## config.mk

```make
export PLATFORM = sky130hd
export DESIGN_NAME = alu_wreg_core
export DESIGN_NICKNAME = d
export VERILOG_FILES = /design/src/rtl/alu_wreg_pkg.sv /design/src/rtl/alu_wreg_datapath.sv /design/src/rtl/alu_wreg_core.sv
export SDC_FILE = /design/constraint.sdc
export NUM_CORES = 1
export LEC_CHECK = 0
export CAP_MARGIN = 10
export CORE_MARGIN = 2
export CORE_UTILIZATION = 45
export DETAILED_ROUTE_END_ITERATION = 16
export PLACE_DENSITY = 0.71
export RECOVER_POWER = 50
export REMOVE_ABC_BUFFERS = 1
export SETUP_SLACK_MARGIN = 0.3
export SYNTH_ARGS = -nofsm -noshare
export SYNTH_HDL_FRONTEND = slang
export SYNTH_SLANG_ARGS = --single-unit
```

## constraint.sdc

```tcl
create_clock -name clk -period 4.7 [get_ports clk]
set_input_delay 0.94 -clock clk [delete_from_list [all_inputs] [get_ports clk]]
set_output_delay 0.94 -clock clk [all_outputs]
set_load 0.03 [all_outputs]
```

## src/rtl/alu_wreg_pkg.sv

```systemverilog
// Shared constants and the opcode encoding for the ALU / working-register core.
// The shift opcodes are only decoded when ALU_SHIFT_EN is defined (see alu_wreg_datapath).
package alu_wreg_pkg;

    localparam int DATA_W_DEF = 8;
    localparam int PC_W_DEF   = 17;

    // Opcodes 11..15 are unassigned and act as pass-w.
    typedef enum logic [3:0] {
        OP_LOAD = 4'd0,
        OP_ADD  = 4'd1,
        OP_SUB  = 4'd2,
        OP_AND  = 4'd3,
        OP_OR   = 4'd4,
        OP_XOR  = 4'd5,
        OP_NOT  = 4'd6,
        OP_SHL  = 4'd7,
        OP_SHR  = 4'd8,
        OP_INC  = 4'd9,
        OP_DEC  = 4'd10
    } alu_op_e;

endpackage

```

## src/rtl/alu_wreg_datapath.sv

```systemverilog
// Purely combinational ALU: operand A is the working register, operand B the input bus.
// Build option ALU_SHIFT_EN enables SHL/SHR; without it those opcodes pass w through.
module alu_wreg_datapath
    import alu_wreg_pkg::*;
#(
    parameter int DATA_W = DATA_W_DEF
) (
    input  logic [3:0]        inst,
    input  logic [DATA_W-1:0] w,
    input  logic [DATA_W-1:0] b,
    output logic [DATA_W:0]   ans
);

    localparam logic [DATA_W:0] ONE = {{DATA_W{1'b0}}, 1'b1};

    alu_op_e         op;
    logic [DATA_W:0] w_ext;
    logic [DATA_W:0] b_ext;

    assign op    = alu_op_e'(inst);
    assign w_ext = {1'b0, w};
    assign b_ext = {1'b0, b};

    // Bit DATA_W carries out of ADD/INC and is the borrow of SUB/DEC.
    always_comb begin
        ans = w_ext;
        case (op)
            OP_LOAD: ans = b_ext;
            OP_ADD:  ans = w_ext + b_ext;
            OP_SUB:  ans = w_ext - b_ext;
            OP_AND:  ans = {1'b0, w & b};
            OP_OR:   ans = {1'b0, w | b};
            OP_XOR:  ans = {1'b0, w ^ b};
            OP_NOT:  ans = {1'b0, ~w};
`ifdef ALU_SHIFT_EN
            OP_SHL:  ans = {w, 1'b0};
            OP_SHR:  ans = {w[0], 1'b0, w[DATA_W-1:1]};
`endif
            OP_INC:  ans = w_ext + ONE;
            OP_DEC:  ans = w_ext - ONE;
            default: ans = w_ext;
        endcase
    end

endmodule

```

## src/rtl/alu_wreg_core.sv

```systemverilog
// Working-register ALU core: free-running counter, W register and carry flag around
// alu_wreg_datapath. Shift opcodes depend on the ALU_SHIFT_EN build macro.
module alu_wreg_core
    import alu_wreg_pkg::*;
#(
    parameter int DATA_W = DATA_W_DEF,
    parameter int PC_W   = PC_W_DEF
) (
    input  logic              clk,
    input  logic              reset,
    input  logic [3:0]        inst,
    input  logic [DATA_W-1:0] b,
    input  logic              d,
    output logic [PC_W-1:0]   counter,
    output logic [DATA_W-1:0] w,
    output logic [DATA_W:0]   ans,
    output logic              carry
);

    localparam logic [PC_W-1:0] PC_ONE = {{(PC_W-1){1'b0}}, 1'b1};

    logic [DATA_W:0] alu_ans;

    alu_wreg_datapath #(
        .DATA_W (DATA_W)
    ) u_datapath (
        .inst (inst),
        .w    (w),
        .b    (b),
        .ans  (alu_ans)
    );

    // The visible result is forced to zero for the whole time reset is held.
    assign ans = reset ? '0 : alu_ans;

    always_ff @(posedge clk) begin
        if (reset) begin
            counter <= '0;
            w       <= '0;
            carry   <= 1'b0;
        end else begin
            counter <= counter + PC_ONE;
            if (!d) begin
                w     <= alu_ans[DATA_W-1:0];
                carry <= alu_ans[DATA_W];
            end
        end
    end

endmodule

```

==> impl_metrics.py, run 1 <==
metrics = {
    "run_status": {
        "status": "finished with violations",
        "violations": "capacitance limit, slew limit",
    },
    "synth": {
        "syn-cell-area_um2": 2620,
        "yosys_warnings": 0,
        "ys_ff_latch": 26,
        "yosysSeqAreaShare_pct": 19.9,
        "avgSynthCellArea_um2": 7.92,
        "ys.flop_type": "dfxtp_1",
        "synth_edf_count": 0,
        "ys_types": 62,
        "synth_cells": 331,
        "synthArstFlopShare_pct": 0,
    },
    "layout": {
        "fin_area_um2": 3840,
        "fin_util_pct": 69.0,
        "layout.nets": 477,
        "drive_gt1_share_pct": 30.5,
        "layout-area-overhead-vs-synth_pct": 46.7,
        "final_cell_mix": "58 x buf_4, 35 x nor2_1, 26 x dfxtp_1",
        "fillCellCount": 456,
        "multi_input_area_um2": 2120,
        "seqCellArea_um2": 520,
        "final_common_cell": "buf_4",
    },
    "timing": {
        "slew_headroom_pct": -0.266,
        "clock.fmax_mhz": 231,
        "report.final.setup_viol": 0,
        "tns_ns": 0,
        "period_share_pct": 92.1,
        "maxSlewViolCount": 34,
        "fin_crit_ns": 4.33,
        "fin_skew_ns": 0.00177,
        "max_slew.worst_pin.slew_ns": 1.50,
        "hold_violations": 0,
        "fin_ws_ns": 0.370,
        "rsz0062_at_grt": "true",
    },
    "place": {
        "dp_hpwl_um": 5940,
        "place_congestion": 0.880,
        "placed_area_um2": 3470,
        "io_buffers": 49,
        "place_ws_ns": -0.273,
    },
    "routing": {
        "via_per_inst": 5.59,
        "wire_per_inst_um": 16.1,
        "drt-total-wl_um": 8170,
        "drt-pass1-iter-count": 5,
        "first_iter_violations": 199,
        "via_count": 2830,
        "ant_nets": 0,
        "post-route-drc-count": 0,
    },
    "power": {
        "p_leak_nw": 1.64,
        "vdd_drop_max_v": 0.000159,
        "p_per_area_nw_per_um2": 206,
        "finalPower_mw": 0.793,
    },
    "floorplanning": {
        "fp.dieW_um": 80.3,
        "dieArea_um2": 6450,
        "core_area_um2": 5570,
        "die_h_um": 80.3,
        "ioPinCount": 50,
        "rows": 27,
        "start_util_pct": 47.0,
    },
    "setup_path": {
        "r2r_slack_ns": 2.29,
        "required_ns": 3.76,
        "crit_path_end_kind": "output pin",
        "critPathMaxFanout": 5,
        "worst_setup_path_start_kind": "input pin",
        "crit_type": "input pin to output pin",
        "cp.arrival_ns": 3.39,
    },
    "cts": {
        "ctsHoldBuffers": 0,
        "clock_latency_ns": 0.27,
        "cts_tree": "built",
        "htreeDepth": 1,
        "cts_buffers": 3,
        "clockBufferDepth": 2,
        "cts_root_buffer": "clkbuf_8",
        "clk_pin_slew_ns": 0.08,
        "clkSinkCount": 26,
    },
    "global_route": {
        "grt_pass1_vias": 2633,
        "grtUsageMet3_pct": 2.58,
        "grt_use_met1_pct": 35.3,
        "grt_max_degree": 35,
        "overflow": 0,
        "met2_usage_pct": 43.0,
        "grt_usage_pct": 25.3,
        "antenna_found_initial": 0,
        "busiest_layer": "met2",
        "grt_pass1_wl_um": 13000,
    },
    "worst_hold_path": {
        "hold_path.class": "flop to flop",
    },
    "flow_run": {
        "max_cap_violations": 1,
    },
}
[state kept, by name, summed over array words and instances (netlist names)]
| register | cells |
|---|---|
| counter | 17 |
| w | 8 |
| carry | 1 |
[area by class of cell]
type | instances | area share [%]
multi-input combinational | 269 | 55.0
timing repair buffer | 114 | 25.9
sequential | 26 | 13.5
tap | 72 | 2.34
inverter | 21 | 2.05
clock buffer | 3 | 1.07
antenna | 1 | 0.0651
[kinds of logic after synthesis]
family | after synthesis | share of synthesized area, %
AO/OA/AOI/OAI | 90 | 24.2
XOR/XNOR | 25 | 8.64
adder cells (fa/ha/maj) | 27 | 13.2
buffers and inverters | 36 | 7.07
flip-flops | 26 | 19.9
multiplexers | 4 | 1.53
AND/OR/NAND/NOR | 123 | 25.5
[timing repair]
action                                  in CTS  in global routing
pin swaps                                   21                 16
setup buffers                                8                  4
resized for setup                           58                 26
endpoints found under the setup margin       8                  7
[metal layers]
layer | part of all wire (%) | vias to the layer above
met5 | 0 | -
met4 | 1.7 | 0
met3 | 4.9 | 12
met2 | 48 | 86
met1 | 45 | 1340
li1 | - | 1392
[worst max-delay path, cell delays in order]
cell     delay [ns]
buf_2          0.13
buf_6          0.13
nor3b_4        0.23
buf_6          0.13
buf_6          0.11
nand2_1        0.07
a21oi_2        0.19
a21oi_4        0.05
ha_4           0.23
buf_6          0.12
buf_4          0.13
o21ai_2        0.13
o21ai_1        0.07
a31oi_1        0.22
xor2_1         0.20
nor3_1         0.07
buf_4          0.24
[Yosys cell counts, types with 6 or more instances]
master    count  share of area [%]
nand3b_1      6                1.7
nand2_1      24                3.4
ha_1         26                 12
xor2_1       11                3.7
a21o_1        6                1.7
xnor2_1      13                4.3
inv_1        20                2.9
o21ai_0      16                3.1
nand3_1      14                2.7
dfxtp_1      26                 20
nor2_1       36                5.2
a211oi_1      7                2.0
a21oi_1      29                5.5
[stage by stage]
stage               cells  hold slack [ns]
finish                506            0.460
detailed placement    490            0.450
global placement      490            0.441
floorplan             316            0.560
CTS                   501            0.470
global route          505            0.478
[where the power goes]
part	leakage (nW)	switching, mW	total, mW	internal [mW]
clock network	0.0216	0.0664	0.124	0.0574
logic	1.41	0.221	0.423	0.202
registers	0.212	0.0173	0.247	0.229
total	1.64	0.305	0.793	0.489
[path summary, 6_finish.rpt]
kind,depth (start not counted),to,from
setup / recovery,17,ans[8],inst[0]
hold / removal,1,counter[0],counter[0]
setup reg to reg,12,carry,w[0]
hold reg to reg,1,counter[0],counter[0]
Note: power is estimated with default switching activity, not from simulation.
==> run 2: changes to the inputs <==
GPL_TIMING_DRIVEN = 0   (was default)
==> impl_metrics.py, run 2 (synthesized netlist as in run 1, its figures left out) <==
metrics = {
    "floorplanning": {
        "ioPinCount": 50,
        "start_util_pct": 47.0,
        "die_h_um": 80.3,
        "fp.dieW_um": 80.3,
        "dieArea_um2": 6450,
        "rows": 27,
        "core_area_um2": 5570,
    },
    "timing": {
        "period_share_pct": 93.5,
        "hold_violations": 0,
        "clock.fmax_mhz": 228,
        "report.final.setup_viol": 0,
        "fin_skew_ns": 0.00267,
        "maxSlewViolCount": 0,
        "fin_crit_ns": 4.39,
        "tns_ns": 0,
        "fin_ws_ns": 0.308,
        "max_slew.worst_pin.slew_ns": 0.866,
        "slew_headroom_pct": 42.3,
        "rsz0062_at_grt": "false",
    },
    "worst_hold_path": {
        "hold_path.class": "flop to flop",
        "hold_depth": 1,
        "hold_start": "counter[0]",
        "min_to": "counter[0]",
    },
    "power": {
        "p_int_mw": 0.422,
        "p_leak_nw": 1.32,
        "sequentialPowerShare_pct": 35.2,
        "switching_share_pct": 39.2,
        "pwr-share-comb_pct": 47.0,
        "p_clk_share_pct": 17.7,
        "p_per_area_nw_per_um2": 213,
        "vdd_drop_max_v": 0.000126,
        "switching_power_mw": 0.272,
        "finalPower_mw": 0.694,
    },
    "setup_path": {
        "crit_path_end_kind": "output pin",
        "reg2reg_depth": 10,
        "crit_top_cell": "nand2_1",
        "timing.critical_path.buf_inv": 3,
        "r2r-start": "w[0]",
        "cp_top_family": "adder cells",
        "required_ns": 3.76,
        "critPathSlowestCell": "xnor2_1",
        "cp_cell_sequence": "buf_6 > xnor2_1 > nor2_4 > nand2_1 > nand2_1 > ha_1 > inv_1 > fa_2 > a2bb2oi_1 > o22ai_1 > o21a_1 > a211oi_2 > clkdlybuf4s15_2",
        "critPathMaxFanout": 20,
        "cpPeakStageDelay_ns": 0.53,
        "r2r_slack_ns": 2.48,
        "crit_type": "input pin to output pin",
        "r2r-end": "carry",
        "worst_setup_path_start_kind": "input pin",
        "cp.arrival_ns": 3.45,
    },
    "cts": {
        "cts_buffers": 3,
        "clkSinkCount": 26,
        "clockBufferDepth": 2,
        "clock_latency_ns": 0.27,
        "ctsHoldBuffers": 0,
        "htreeDepth": 1,
        "clk_pin_slew_ns": 0.08,
        "cts_root_buffer": "clkbuf_8",
        "cts_tree": "built",
    },
    "place": {
        "place_ws_ns": -1.29,
        "placed_area_um2": 3120,
        "io_buffers": 49,
        "dp_hpwl_um": 5000,
        "place_congestion": 0.934,
        "dp.cells": 438,
    },
    "layout": {
        "diodes": 0,
        "seqCellArea_um2": 520,
        "fin_cells": 449,
        "layout.nets": 421,
        "reg_top3": "counter x17, w x8, carry x1",
        "fillCellCount": 519,
        "layout-area-overhead-vs-synth_pct": 24.4,
        "drive_gt1_share_pct": 15.4,
        "multi_input_area_um2": 2000,
        "final_cell_mix": "36 x nor2_1, 28 x a21oi_1, 26 x dfxtp_1",
        "final_common_cell": "nor2_1",
        "largest_register_ffs": 17,
        "fin_area_um2": 3260,
        "top_register": "counter",
    },
    "routing": {
        "via_per_inst": 5.84,
        "drt-pass1-iter-count": 5,
        "via_count": 2624,
        "wire_per_inst_um": 15.3,
        "first_iter_violations": 169,
        "post-route-drc-count": 0,
        "drt-total-wl_um": 6880,
        "ant_nets": 0,
    },
    "run_status": {
        "status": "complete, no violations",
    },
    "global_route": {
        "antenna_found_initial": 0,
        "grt_max_degree": 41,
        "overflow": 0,
        "grt_pass1_vias": 2328,
        "grt_pass1_wl_um": 11400,
        "grt_usage_pct": 21.7,
    },
    "flow_run": {
        "max_cap_violations": 0,
    },
}
## run 2: changes by cell type in the layout (fill, tap and decap cells not counted), moves of 6 or more
cell     previous run  this run
buf_4              58        11
a21oi_1            21        28
buf_6              12         3
a21oi_2             7         1
## run 2: how the worst max path moves through the flow
stage          endpoint  startpoint  depth (start not counted)  slack [ns]
2_1_floorplan    ans[8]     inst[0]                         12        0.48
4_1_cts          ans[6]        b[2]                         12        0.31
3_5_place_dp     ans[6]     inst[2]                         11       -1.29
3_3_place_gp     ans[6]     inst[2]                         13       -1.26
5_1_grt          ans[2]     inst[0]                         13        0.18
6_report         ans[1]     inst[0]                         13        0.31
## run 2: power groups by stage
stage,clock (mW),sequential (mW),combinational [mW]
2_1_floorplan,0,0.263,0.181
3_3_place_gp,0,0.250,0.298
3_5_place_dp,0,0.250,0.303
4_1_cts,0.128,0.245,0.305
5_1_grt,0.136,0.246,0.357
6_report,0.123,0.244,0.326
## run 2: routing by layer
layer	vias up	wire [um]	part of all wire (%)	track usage (%)
met5	-	0	0	0
met4	0	93	1.4	4.07
met3	15	383	5.6	2.58
met2	95	3260	47	35.8
met1	1231	3130	46	30.7
li1	1283	-	-	-
## run 2: through the flow
stage | hold slack [ns] | utilization, %
floorplan | 0.560 | -
global placement | 0.439 | 55.5
detailed placement | 0.454 | 56.0
CTS | 0.474 | 57.4
global route | 0.489 | 58.5
finish | 0.468 | 58.5
## run 2: cell type report
class / instances / share of cell area (%)
Timing Repair Buffer: 58 / 16.0
Multi-Input combinational cell: 269 / 61.5
Tap cell: 72 / 2.76
Clock buffer: 3 / 1.27
Inverter: 21 / 2.50
Sequential cell: 26 / 16.0
## run 2: timing repair
item	4_1_cts	5_1_grt
pin swaps	2	9
endpoints found under the setup margin	9	8
resized for setup	68	33
buffers inserted	3	5
==> run 3: changes to the inputs <==
MAX_ROUTING_LAYER = met4   (was default)
==> impl_metrics.py, run 3 (synthesized netlist as in run 1, its figures left out) <==
metrics = {
    "timing": {
        "slew_headroom_pct": 39.8,
        "report.final.setup_viol": 0,
        "fin_crit_ns": 4.39,
        "hold_violations": 0,
        "maxSlewViolCount": 0,
        "max_slew.worst_pin.slew_ns": 0.902,
        "period_share_pct": 93.4,
        "tns_ns": 0,
        "rsz0062_at_grt": "false",
        "fin_skew_ns": 0.00238,
        "clock.fmax_mhz": 228,
    },
    "setup_path": {
        "crit_type": "input pin to output pin",
        "r2r_slack_ns": 2.48,
        "cp.arrival_ns": 3.45,
        "crit_path_end_kind": "output pin",
        "critPathMaxFanout": 20,
        "worst_setup_path_start_kind": "input pin",
        "required_ns": 3.76,
    },
    "cts": {
        "clockBufferDepth": 2,
        "cts_root_buffer": "clkbuf_8",
        "cts_tree": "built",
        "clk_pin_slew_ns": 0.08,
        "clkSinkCount": 26,
        "cts_buffers": 3,
        "htreeDepth": 1,
        "clock_latency_ns": 0.27,
    },
    "layout": {
        "diodes": 0,
        "reg_top3": "counter x17, w x8, carry x1",
        "multi_input_area_um2": 2000,
        "fin_util_pct": 58.5,
        "top_register": "counter",
        "drive_gt1_share_pct": 15.4,
        "layout-area-overhead-vs-synth_pct": 24.4,
        "seqCellArea_um2": 520,
        "final_common_cell": "nor2_1",
        "largest_register_ffs": 17,
        "layout.nets": 421,
        "fillCellCount": 519,
        "final_cell_mix": "36 x nor2_1, 28 x a21oi_1, 26 x dfxtp_1",
        "fin_cells": 449,
    },
    "global_route": {
        "grt_max_degree": 41,
        "grt_usage_pct": 22.3,
        "grt_pass1_wl_um": 11400,
        "antenna_found_initial": 0,
        "grt_pass1_vias": 2325,
        "overflow": 0,
    },
    "place": {
        "io_buffers": 49,
        "place_congestion": 0.951,
        "dp_hpwl_um": 5000,
        "dp.cells": 438,
    },
    "floorplanning": {
        "fp.dieW_um": 80.3,
        "dieArea_um2": 6450,
        "rows": 27,
        "ioPinCount": 50,
        "core_area_um2": 5570,
        "die_h_um": 80.3,
        "start_util_pct": 47.0,
    },
    "power": {
        "p_leak_nw": 1.32,
        "pwr-share-comb_pct": 47.0,
        "switching_share_pct": 39.2,
        "p_int_mw": 0.422,
        "p_clk_share_pct": 17.8,
        "sequentialPowerShare_pct": 35.2,
        "vdd_drop_max_v": 0.000127,
        "switching_power_mw": 0.272,
        "p_per_area_nw_per_um2": 213,
    },
    "routing": {
        "via_count": 2582,
        "drt-total-wl_um": 6920,
        "drt-pass1-iter-count": 5,
        "wire_per_inst_um": 15.4,
        "via_per_inst": 5.75,
        "first_iter_violations": 152,
        "ant_nets": 0,
        "post-route-drc-count": 0,
    },
    "worst_hold_path": {
        "hold_path.class": "flop to flop",
    },
    "run_status": {
        "status": "complete, no violations",
    },
    "flow_run": {
        "max_cap_violations": 0,
    },
}
[run 3: what timing repair did]
| action | in CTS | in global routing |
|---|---|---|
| pin swaps | 2 | 9 |
| endpoints found under the setup margin | 9 | 8 |
| gates cloned | 0 | 0 |
| setup buffers | 3 | 5 |
| hold buffers | 0 | 0 |
| gates resized for setup | 68 | 33 |
[run 3: layer usage]
layer	part of all wire [%]	routed length [um]	GRT usage, %	up-vias
met1	46	3180	30.5	1208
met5	0	0	-	-
li1	-	-	-	1284
met4	1.3	89	4.07	0
met2	47	3270	36.0	77
met3	5.6	385	2.47	13
[run 3: worst max-delay path, stage by stage]
cell and delay, ns:
buf_6 0.15, xnor2_1 0.53, nor2_4 0.08, nand2_1 0.09
nand2_1 0.05, ha_1 0.19, inv_1 0.07, fa_2 0.43
a2bb2oi_1 0.16, o22ai_1 0.17, o21a_1 0.21, a211oi_2 0.06
clkdlybuf4s15_2 0.30
[run 3: path summary, 6_finish.rpt]
path / from / to / cells past startpoint
min reg2reg: counter[0] / counter[0] / 1
max reg2reg: w[0] / carry / 10
min: counter[0] / counter[0] / 1
max: inst[0] / ans[1] / 13
[run 3: cell type report]
class,instances,share of cell area [%]
tap,72,2.76
multi-input combinational,269,61.5
sequential,26,16.0
clock buffer,3,1.27
inverter,21,2.50
timing repair buffer,58,16.0
[run 3: power by group through the flow]
| stage | Clock, mW | Combinational, mW | Sequential (mW) |
|---|---|---|---|
| floorplan | 0 | 0.181 | 0.263 |
| global placement | 0 | 0.298 | 0.250 |
| detailed placement | 0 | 0.303 | 0.250 |
| CTS | 0.128 | 0.305 | 0.245 |
| global route | 0.136 | 0.357 | 0.246 |
| finish | 0.123 | 0.326 | 0.245 |
[run 3: stage by stage]
stage          power, mW  setup WS, ns  hold WS [ns]  area [um2]
5_1_grt            0.740         0.177         0.489        3260
3_3_place_gp       0.548         -1.26         0.439        3090
3_5_place_dp       0.553         -1.29         0.454        3120
2_1_floorplan      0.445         0.483         0.560        2510
6_report           0.694         0.310         0.469        3260
4_1_cts            0.679         0.306         0.474        3200
